`config.mk`:
```
export PLATFORM = sky130hd
export DESIGN_NAME = fsk_generator
export DESIGN_NICKNAME = d
export VERILOG_FILES = /design/src/rtl/fsk_generator.sv
export SDC_FILE = /design/constraint.sdc
export NUM_CORES = 1
export LEC_CHECK = 0
export BUFFER_PORTS_ARGS = -buffer_cell sky130_fd_sc_hd__buf_2
export CORE_MARGIN = 2
export CORE_UTILIZATION = 53
export DETAILED_ROUTE_END_ITERATION = 7
export GPL_TIMING_DRIVEN = 1
export PLACE_DENSITY = 0.7
export SLEW_MARGIN = 20
export SYNTH_ARGS = -nofsm -noshare
export SYNTH_HDL_FRONTEND = slang
export SYNTH_SLANG_ARGS = --single-unit
```
`constraint.sdc`:
```
create_clock -name clock -period 2.96 [get_ports clock]
set_input_delay 0.296 -clock clock [delete_from_list [all_inputs] [get_ports clock]]
set_output_delay 0.296 -clock clock [all_outputs]
set_load 0.02 [all_outputs]
```
`src/rtl/fsk_generator.sv`:
```
// fsk_generator: serialises words LSB first into an FSK square wave with per-tone cycle accumulators
module fsk_generator #(
  parameter int FREQUENCY0      = 9000,
  parameter int FREQUENCY1      = 11000,
  parameter int BIT_RATE        = 1000,
  parameter int DATA_WIDTH      = 8,
  parameter int CLOCK_FREQUENCY = 50000000
) (
  input  logic                  clock,
  input  logic                  reset,
  input  logic                  enable,
  input  logic [DATA_WIDTH-1:0] data_in,
  input  logic                  data_valid,
  output logic                  data_ready,
  output logic                  sample_out,
  output logic                  busy,
  output logic                  tx_done,
  output logic [31:0]           f0_value,
  output logic [31:0]           f1_value
);
  localparam logic [31:0] T0 = 32'(CLOCK_FREQUENCY / (2 * FREQUENCY0));
  localparam logic [31:0] T1 = 32'(CLOCK_FREQUENCY / (2 * FREQUENCY1));
  localparam logic [31:0] TB = 32'(CLOCK_FREQUENCY / BIT_RATE);
  localparam int IW = $clog2(DATA_WIDTH + 1);
  localparam logic [IW-1:0] LAST = IW'(DATA_WIDTH - 1);
  typedef enum logic {IDLE, SEND} state_t;
  state_t state_q, state_d;
  logic [DATA_WIDTH-1:0] shreg_q, shreg_d;
  logic [31:0] half_q, half_d, bit_q, bit_d, f0_q, f0_d, f1_q, f1_d, tone;
  logic [IW-1:0] idx_q, idx_d;
  logic sample_q, sample_d, done_q, done_d, flip;
  assign data_ready = (state_q == IDLE) && enable && !reset;
  assign busy       = (state_q == SEND);
  assign sample_out = sample_q;
  assign tx_done    = done_q;
  assign f0_value   = f0_q;
  assign f1_value   = f1_q;
  assign tone       = shreg_q[0] ? T1 : T0;
  assign flip       = (half_q == tone - 32'd1);
  always_comb begin
    state_d  = state_q;
    shreg_d  = shreg_q;
    half_d   = half_q;
    bit_d    = bit_q;
    idx_d    = idx_q;
    sample_d = sample_q;
    f0_d     = f0_q;
    f1_d     = f1_q;
    done_d   = 1'b0;
    if (state_q == IDLE && data_valid && data_ready) begin
      state_d = SEND;
      shreg_d = data_in;
      half_d  = '0;
      bit_d   = '0;
      idx_d   = '0;
    end else if (state_q == SEND && enable) begin
      f0_d     = (!shreg_q[0] && f0_q != '1) ? f0_q + 32'd1 : f0_q;
      f1_d     = (shreg_q[0] && f1_q != '1) ? f1_q + 32'd1 : f1_q;
      sample_d = flip ? ~sample_q : sample_q;
      half_d   = flip ? '0 : half_q + 32'd1;
      // the half-period restarts at every bit boundary, but a toggle due on that edge still fires
      if (bit_q == TB - 32'd1) begin
        bit_d   = '0;
        half_d  = '0;
        shreg_d = shreg_q >> 1;
        idx_d   = idx_q + IW'(1);
        state_d = (idx_q == LAST) ? IDLE : SEND;
        done_d  = (idx_q == LAST);
      end else begin
        bit_d = bit_q + 32'd1;
      end
    end
  end
  always_ff @(posedge clock) begin
    if (reset) begin
      state_q  <= IDLE;
      shreg_q  <= '0;
      half_q   <= '0;
      bit_q    <= '0;
      idx_q    <= '0;
      sample_q <= 1'b0;
      done_q   <= 1'b0;
      f0_q     <= '0;
      f1_q     <= '0;
    end else begin
      state_q  <= state_d;
      shreg_q  <= shreg_d;
      half_q   <= half_d;
      bit_q    <= bit_d;
      idx_q    <= idx_d;
      sample_q <= sample_d;
      done_q   <= done_d;
      f0_q     <= f0_d;
      f1_q     <= f1_d;
    end
  end
endmodule
```
==> results of run 1 <==
-- kinds of logic (layout without fill, tap and decap cells) --
logic type               Yosys count  count (layout)  synth area share, %
AND/OR/NAND/NOR                  409             409                 30.8
flip-flops                       143             143                 41.3
AO/OA/AOI/OAI                    102             102                 9.44
XOR/XNOR                          91              91                 11.5
buffers and inverters             67             154                 3.77
multiplexers                      15              15                 2.26
adder cells (fa/ha/maj)            5               5                0.903
-- tightest hold or removal path, cell delays in order --
cell and delay [ns]:
buf_2 0.08, nand2_1 0.03, o21ai_0 0.06
-- layout make-up --
class | count | share of cell area [%]
clock buffer | 27 | 6.45
clock inverter | 5 | 0.926
inverter | 27 | 1.25
multi-input combinational | 622 | 47.0
sequential | 143 | 35.3
tap | 172 | 2.66
timing repair buffer | 95 | 6.36
-- path summary, 6_finish.rpt --
kind	cells past startpoint	slack [ns]	end	startpoint
setup reg to reg	5	0.31	f0_value[30]	f0_value[8]
setup / recovery	5	0.31	f0_value[30]	f0_value[8]
hold reg to reg	2	0.50	bit_q[1]	bit_q[1]
hold / removal	3	0.08	shreg_q[5]	data_in[5]
-- per-layer routing --
| layer | GRT usage (%) | up-vias | share of wire, % |
|---|---|---|---|
| li1 | - | 3141 | - |
| met1 | 29.8 | 2951 | 46 |
| met2 | 39.3 | 151 | 48 |
| met3 | 6.32 | 24 | 4.6 |
| met4 | 9.11 | 0 | 1.8 |
| met5 | 0 | - | 0 |
-- sequential cells by signal (all words and copies together) (netlist names) --
signal and cells:
bit_q 32, f0_value 32, f1_value 32, half_q 32, shreg_q 8, idx_q 4, busy 1, sample_out 1
tx_done 1
-- report_power, final --
group / leakage [uW] / switching [uW] / internal, uW
clock network: 0.000297 / 789 / 1370
logic: 0.00130 / 70.8 / 30.0
registers: 0.00115 / 8.72 / 1930
total: 0.00275 / 868 / 3340
-- cell usage in the layout, fill, tap and decap left out, types with 5 or more instances in the layout --
| cell | synthesis | layout |
|---|---|---|
| a211oi_1 | 7 | 7 |
| ha_1 | 5 | 5 |
| mux2i_1 | 10 | 10 |
| xor2_1 | 19 | 19 |
| o21ai_0 | 16 | 16 |
| or4_1 | 26 | 26 |
| xnor2_1 | 72 | 72 |
| o31ai_1 | 18 | 18 |
| and2_1 | 6 | 6 |
| nor4b_1 | 5 | 5 |
| buf_4 | 0 | 16 |
| buf_2 | 2 | 79 |
| nor2b_1 | 7 | 7 |
| or3_1 | 16 | 16 |
| a2111oi_0 | 5 | 5 |
| a21oi_1 | 37 | 37 |
| or2_2 | 5 | 5 |
| and4_1 | 9 | 9 |
| mux2_2 | 5 | 5 |
| nor4_1 | 37 | 37 |
| inv_1 | 27 | 27 |
| nor3_1 | 22 | 21 |
| o211ai_1 | 6 | 6 |
| clkbuf_16 | 0 | 17 |
| nor2_1 | 119 | 119 |
| nand4_1 | 36 | 36 |
| nand3_1 | 35 | 35 |
| clkbuf_8 | 0 | 6 |
| dfxtp_1 | 143 | 143 |
| and3_1 | 11 | 11 |
| nand2_1 | 63 | 63 |
-- cell usage after synthesis (all sizes together), types with 2 or more instances --
| library cell | instances |
|---|---|
| a2111oi | 5 |
| a211oi | 7 |
| a21oi | 37 |
| a31o | 3 |
| a31oi | 2 |
| and2 | 6 |
| and3 | 11 |
| and4 | 10 |
| buf | 6 |
| clkbuf | 34 |
| dfxtp | 143 |
| ha | 5 |
| inv | 27 |
| mux2 | 5 |
| mux2i | 10 |
| nand2 | 63 |
| nand3 | 35 |
| nand4 | 37 |
| nor2 | 119 |
| nor2b | 7 |
| nor3 | 22 |
| nor4 | 37 |
| nor4b | 5 |
| o211ai | 6 |
| o21ai | 16 |
| o31ai | 19 |
| or2 | 5 |
| or3 | 16 |
| or4 | 27 |
| xnor2 | 72 |
| xor2 | 19 |
-- through the flow --
stage	instance area, sq um	worst slack (ns)	hold slack (ns)	utilization, %
after global placement	7510	0.429	0.463	59.2
after floorplan	6930	0.358	0.405	-
after CTS	8100	0.327	0.0671	64.0
after detailed placement	7510	0.350	0.493	59.2
final	8100	0.306	0.0791	64.0
after global routing	8100	0.194	0.0681	64.0
==> impl_metrics.toml, run 1 <==
[synth]
synth_top_area_share_pct = 41.3
synth_edf_count = 0
syn_inst = 832
synth_top_area_cell = "dfxtp_1"
synth_flop_cell = "dfxtp_1"
synth_area_leaders = "dfxtp_1 41%, xnor2_1 9.1%, nor2_1 6.4%, nand2_1 3.4%, nor4_1 3.3%"
synthDistinctLibCells = 53
yosysWarnings = 0
netlist_area_sq_um = 6930
ys_ff_latch = 143
synth.net_count = 849
synthArstFlopShare_pct = 0
synth.avg_cell_area_sq_um = 8.33
synth_seq_area_share_pct = 41.3

[floorplan]
core_sq_um = 12700
die_w_um = 118
rows = 41
die_area_sq_um = 14000
initial_core_util_pct = 54.7
die_y_um = 118
io_pins = 80

[layout]
area_growth_pct = 16.9
stdcell_count = 1091
multiInputGateArea_sq_um = 3810
fin_nets = 923
antenna_cells = 0
area.sequential_sq_um = 2860
drive_gt1_share_pct = 15.6
fillCellCount = 1148

[critical_path]
cp-end-kind = "flop"
critPathKind = "flop to flop"
cp_num_buf_inv = 0
crit_chain = "nand4_2 > or4_4 > or4_1 > or4_1 > a21oi_1"
crit_path_top_delay_cell = "or4_1"
critPathRequiredTime_ns = 3.31
max_stage_delay_ns = 0.72
crit_path_frequent_cell = "or4_1"
cp.arrival_ns = 3.01
setup.worst_path.start_class = "flop"
path_delay_family = "simple AND/OR/NAND/NOR gates"
worst-path-max-fanout = 11

[sta]
max_freq_ghz = 0.377
period_minus_slack_ns = 2.65
rsz0062_at_grt = "false"
hold_violations = 0
slew_viol_final = 0
finalSetupViolCount = 0
relSlewSlack_pct = 57.9
post-route-period-util_pct = 89.6
fin_skew_ns = 0.00819
fin_tns_setup_ns = 0
worstMarginPinSlew_ns = 0.616

[place]
placedCellCount = 1059
port_buffers = 79
place.gp.congestion = 0.843
hpwlAfterDp_mm = 11.2

[clock_network]
cts_num_sinks = 143
numCtsBuffers = 17
root_buffer = "clkbuf_16"
holdBufCountCts = 0
clkLatencyLatePin_ns = 0.42
ctsLongestPathBuffers = 2
cts_resized = 0
h-tree-depth = 4
postCtsSetupBuffers = 0
cts.clk_slew.worst_paths_ns = 0.06
cts_tree = "done"

[power]
power_uw = 4200
leakage_uw = 0.00275
power.density_nw_per_um2 = 519
vdd_ir_drop_max_mv = 0.420

[run]
cap_violations = 0

[grt]
grt_pass1_vias = 5998
grt_usage_pct = 23.9
grt_overflow_total = 0
antenna_found_initial = 0
grt_max_degree = 66
grt_pass1_wl_mm = 27.7

[detailed_routing]
routed_wl_mm = 16.2
drt-initial-drc-count = 454
wl_per_cell_um = 14.9
drt_pass1_iterations = 5
vias = 6267
ant_nets = 0
routed_via_density = 5.74
drc = 0

[min_path]
hold_path_class = "primary input to flop"

[status]
run_status = "finished, final reports clean"
Note: power is estimated with default switching activity, not from simulation.
==> run 2, diff against run 1 <==
Settings changed: REMOVE_ABC_BUFFERS from default to 1.
==> impl_metrics.toml, run 2 (synthesized netlist as in run 1, its figures left out) <==
[run]
cap_violations = 0

[clock_network]
cts.clk_slew.worst_paths_ns = 0.06
cts_num_sinks = 143
root_buffer = "clkbuf_16"
holdBufCountCts = 0
clkLatencyLatePin_ns = 0.42
postCtsSetupBuffers = 0
ctsLongestPathBuffers = 2
h-tree-depth = 4
numCtsBuffers = 17
cts_tree = "done"
cts_resized = 0

[sta]
finalSetupViolCount = 0
max_freq_ghz = 0.377
hold_violations = 0
worstMarginPinSlew_ns = 0.607
holdWs_ns = 0.0828
post-route-period-util_pct = 89.7
rsz0062_at_grt = "false"
fin_ws_ns = 0.306
period_minus_slack_ns = 2.65
fin_skew_ns = 0.00651
relSlewSlack_pct = 59.2
slew_viol_final = 0

[detailed_routing]
drt_pass1_iterations = 6
ant_nets = 0
drt-initial-drc-count = 420
drc = 0
wl_per_cell_um = 14.9
vias = 6258
routed_via_density = 5.74
routed_wl_mm = 16.2

[power]
vdd_ir_drop_max_mv = 0.383
switching_share_pct = 20.6
power_frac_comb_pct = 2.6
power_uw = 4110
leakage_uw = 0.00274
p_seq_share_pct = 47.4
power.density_nw_per_um2 = 508
p_int_uw = 3260
p_clk_share_pct = 50.1
p_sw_uw = 845

[floorplan]
die_y_um = 118
core_sq_um = 12700
rows = 41
initial_core_util_pct = 54.7
io_pins = 80
die_area_sq_um = 14000
die_w_um = 118

[place]
port_buffers = 79
hpwlAfterDp_mm = 11.3
place.gp.congestion = 0.856
post-place-ws_ns = 0.372
placedCellCount = 1059

[layout]
area_growth_pct = 16.7
drive_gt1_share_pct = 15.5
final_common_cell = "dfxtp_1"
fin_nets = 923
post-route-util_pct = 63.8
stdcell_count = 1091
layout_common_cells = "143 x dfxtp_1, 119 x nor2_1, 79 x buf_2"

[grt]
grt_pass1_wl_mm = 27.6
antenna_found_initial = 2
grt_usage_pct = 23.7
grt_pass1_vias = 5801
grt_max_degree = 53
grt_overflow_total = 0

[min_path]
hold_path_class = "primary input to flop"

[critical_path]
setup.worst_path.start_class = "flop"
cp.arrival_ns = 3.00
critPathRequiredTime_ns = 3.31
critPathKind = "flop to flop"
cp-end-kind = "flop"
worst-path-max-fanout = 11

[status]
run_status = "finished, final reports clean"
==> run 2: area by class of cell <==
type	count	area [sq um]
timing repair buffer	95	528
multi-input combinational	622	3810
sequential	143	2860
antenna	1	2.50
clock buffer	24	482
clock inverter	7	85.1
inverter	27	101
fill	1106	4580
tap	172	215
==> run 2: final timing paths <==
path | from | to | cells past startpoint | slack (ns)
hold reg to reg | bit_q[1] | bit_q[1] | 2 | 0.48
hold / removal | data_in[6] | shreg_q[6] | 3 | 0.08
setup reg to reg | f0_value[0] | f0_value[30] | 6 | 0.31
setup / recovery | f0_value[0] | f0_value[30] | 6 | 0.31
==> run 2: metrics by stage <==
stage	instance area (sq um)	setup TNS [ns]
finish	8090	0
global route	8090	0
CTS	8090	0
detailed placement	7520	0
global placement	7520	0
floorplan	6770	-8.18
==> run 2: power groups by stage <==
stage | logic [uW] | clock network [uW] | registers, uW
2_1_floorplan | 46.1 | 0 | 1990
3_3_place_gp | 103 | 0 | 1990
3_5_place_dp | 105 | 0 | 1990
4_1_cts | 106 | 2090 | 1940
5_1_grt | 115 | 2180 | 1950
6_report | 105 | 2060 | 1950
==> run 2: critical path: stages (launching register included) <==
cell	delay [ns]
dfxtp_1	0.40
ha_1	0.21
nand2_1	0.12
or4_4	0.52
or4_1	0.72
or4_1	0.45
a21oi_1	0.15
==> run 2: routing by layer <==
metal / global-route usage [%] / wire (um)
met4: 6.85 / 229
met2: 38.0 / 7530
met5: 0 / 13
met3: 6.47 / 745
met1: 31.1 / 7700
==> run 3, diff against run 2 <==
Clock period 2.96 ns to 3.4 ns, I/O delays scaled along.
==> impl_metrics.toml, run 3 (synthesized netlist as in run 1, its figures left out) <==
[status]
run_status = "finished, final reports clean"

[floorplan]
die_w_um = 118
die_y_um = 118
core_sq_um = 12700
initial_core_util_pct = 54.7
die_area_sq_um = 14000
io_pins = 80
rows = 41

[grt]
antenna_found_initial = 1
grt_pass1_wl_mm = 27.7
grt_pass1_vias = 5835
grt_max_degree = 55
grt_overflow_total = 0
grt_usage_pct = 23.8

[min_path]
hp-start = "data_in[4]"
hold_path_depth = 3
hold_path_class = "primary input to flop"
hold_end = "shreg_q[4]"

[sta]
worstMarginPinSlew_ns = 0.865
max_freq_ghz = 0.371
slew_viol_final = 0
period_minus_slack_ns = 2.70
hold_violations = 0
fin_skew_ns = 0.00603
rsz0062_at_grt = "false"
fin_tns_setup_ns = 0
finalSetupViolCount = 0
relSlewSlack_pct = 42.1
post-route-period-util_pct = 79.4

[critical_path]
cp-end-kind = "flop"
worstReg2RegStart = "f0_value[8]"
crit-reg2reg-capture = "f0_value[26]"
cp.arrival_ns = 3.05
worst-path-max-fanout = 11
cp_num_buf_inv = 0
r2r_slack_ns = 0.70
path_delay_family = "simple AND/OR/NAND/NOR gates"
critPathRequiredTime_ns = 3.75
crit_path_frequent_cell = "or4_1"
max_stage_delay_ns = 0.72
crit_chain = "nand4_2 > or4_4 > or4_1 > or4_1 > a21oi_1"
crit_path_top_delay_cell = "or4_1"
critPathKind = "flop to flop"
r2r_cells = 5
cp.depth = 5
setup.worst_path.start_class = "flop"

[layout]
area_growth_pct = 16.8
stdcell_area_sq_um = 8100
fin_nets = 919
layout_common_cells = "143 x dfxtp_1, 119 x nor2_1, 79 x buf_2"
fillCellCount = 1152
stdcell_count = 1087
post-route-util_pct = 63.9
drive_gt1_share_pct = 15.2
final_common_cell = "dfxtp_1"

[clock_network]
clkLatencyLatePin_ns = 0.42
holdBufCountCts = 0
cts_num_sinks = 143
root_buffer = "clkbuf_16"
cts_tree = "done"
cts_resized = 0
postCtsSetupBuffers = 0
h-tree-depth = 4
ctsLongestPathBuffers = 2
cts.clk_slew.worst_paths_ns = 0.06
numCtsBuffers = 17

[power]
vdd_ir_drop_max_mv = 0.374
power.density_nw_per_um2 = 459
leakage_uw = 0.00274

[place]
port_buffers = 79
place.gp.congestion = 0.848
placedCellCount = 1055
hpwlAfterDp_mm = 11.5
placed_area_sq_um = 7480

[detailed_routing]
drt_pass1_iterations = 5
vias = 6275
routed_wl_mm = 16.3
routed_via_density = 5.77
wl_per_cell_um = 15.0
ant_nets = 0
drt-initial-drc-count = 446
drc = 0

[run]
cap_violations = 0
run 3: cell count changes in the layout (fill, tap and decap cells not counted), sizes merged:
cell	before	now
buf	95	91
bufinv	2	3
clkinv	5	2
clkbuf	24	26
run 3: through the flow:
stage | hold WS, ns | power (uW) | setup slack, ns
after floorplan | 0.409 | 1770 | 0.262
after global placement | 0.462 | 1810 | 0.860
after detailed placement | 0.472 | 1820 | 0.725
after CTS | 0.113 | 3750 | 0.689
after global routing | 0.131 | 3830 | 0.496
final | 0.130 | 3720 | 0.702
run 3: final cells by class:
| class | count | area [sq um] | share of cell area [%] |
|---|---|---|---|
| inverters | 27 | 101 | 1.25 |
| well taps | 172 | 215 | 2.66 |
| clock buffers | 26 | 519 | 6.41 |
| diodes | 1 | 2.50 | 0.0309 |
| multi-input cells | 622 | 3810 | 47.1 |
| clock inverters | 5 | 100 | 1.24 |
| repair buffers | 91 | 485 | 6.00 |
| flip-flops and latches | 143 | 2860 | 35.4 |
run 3: worst max path at each step:
stage / start / to
2_1_floorplan: bit_q[0] / bit_q[0]
4_1_cts: f0_value[8] / f0_value[26]
5_1_grt: f1_value[0] / f1_value[30]
3_3_place_gp: f1_value[0] / f1_value[26]
3_5_place_dp: f0_value[8] / f0_value[26]
6_report: f0_value[8] / f0_value[26]
run 3: worst reg2reg max path: stages, from the launching register on:
cell     delay, ns
dfxtp_1       0.47
nand4_2       0.19
or4_4         0.59
or4_1         0.72
or4_1         0.48
a21oi_1       0.18
run 3: metal layers:
layer	routed length [um]	GRT usage, %	part of all wire, %	vias to the layer above
li1	-	-	-	3120
met1	7820	32.4	48	2990
met2	7530	36.7	46	146
met3	736	6.76	4.5	19
met4	253	7.38	1.5	0
met5	0	0	0	-
run 3: power breakdown:
| group | internal (uW) | switching, uW |
|---|---|---|
| clock network | 1260 | 671 |
| logic | 25.0 | 62.8 |
| registers | 1680 | 9.17 |
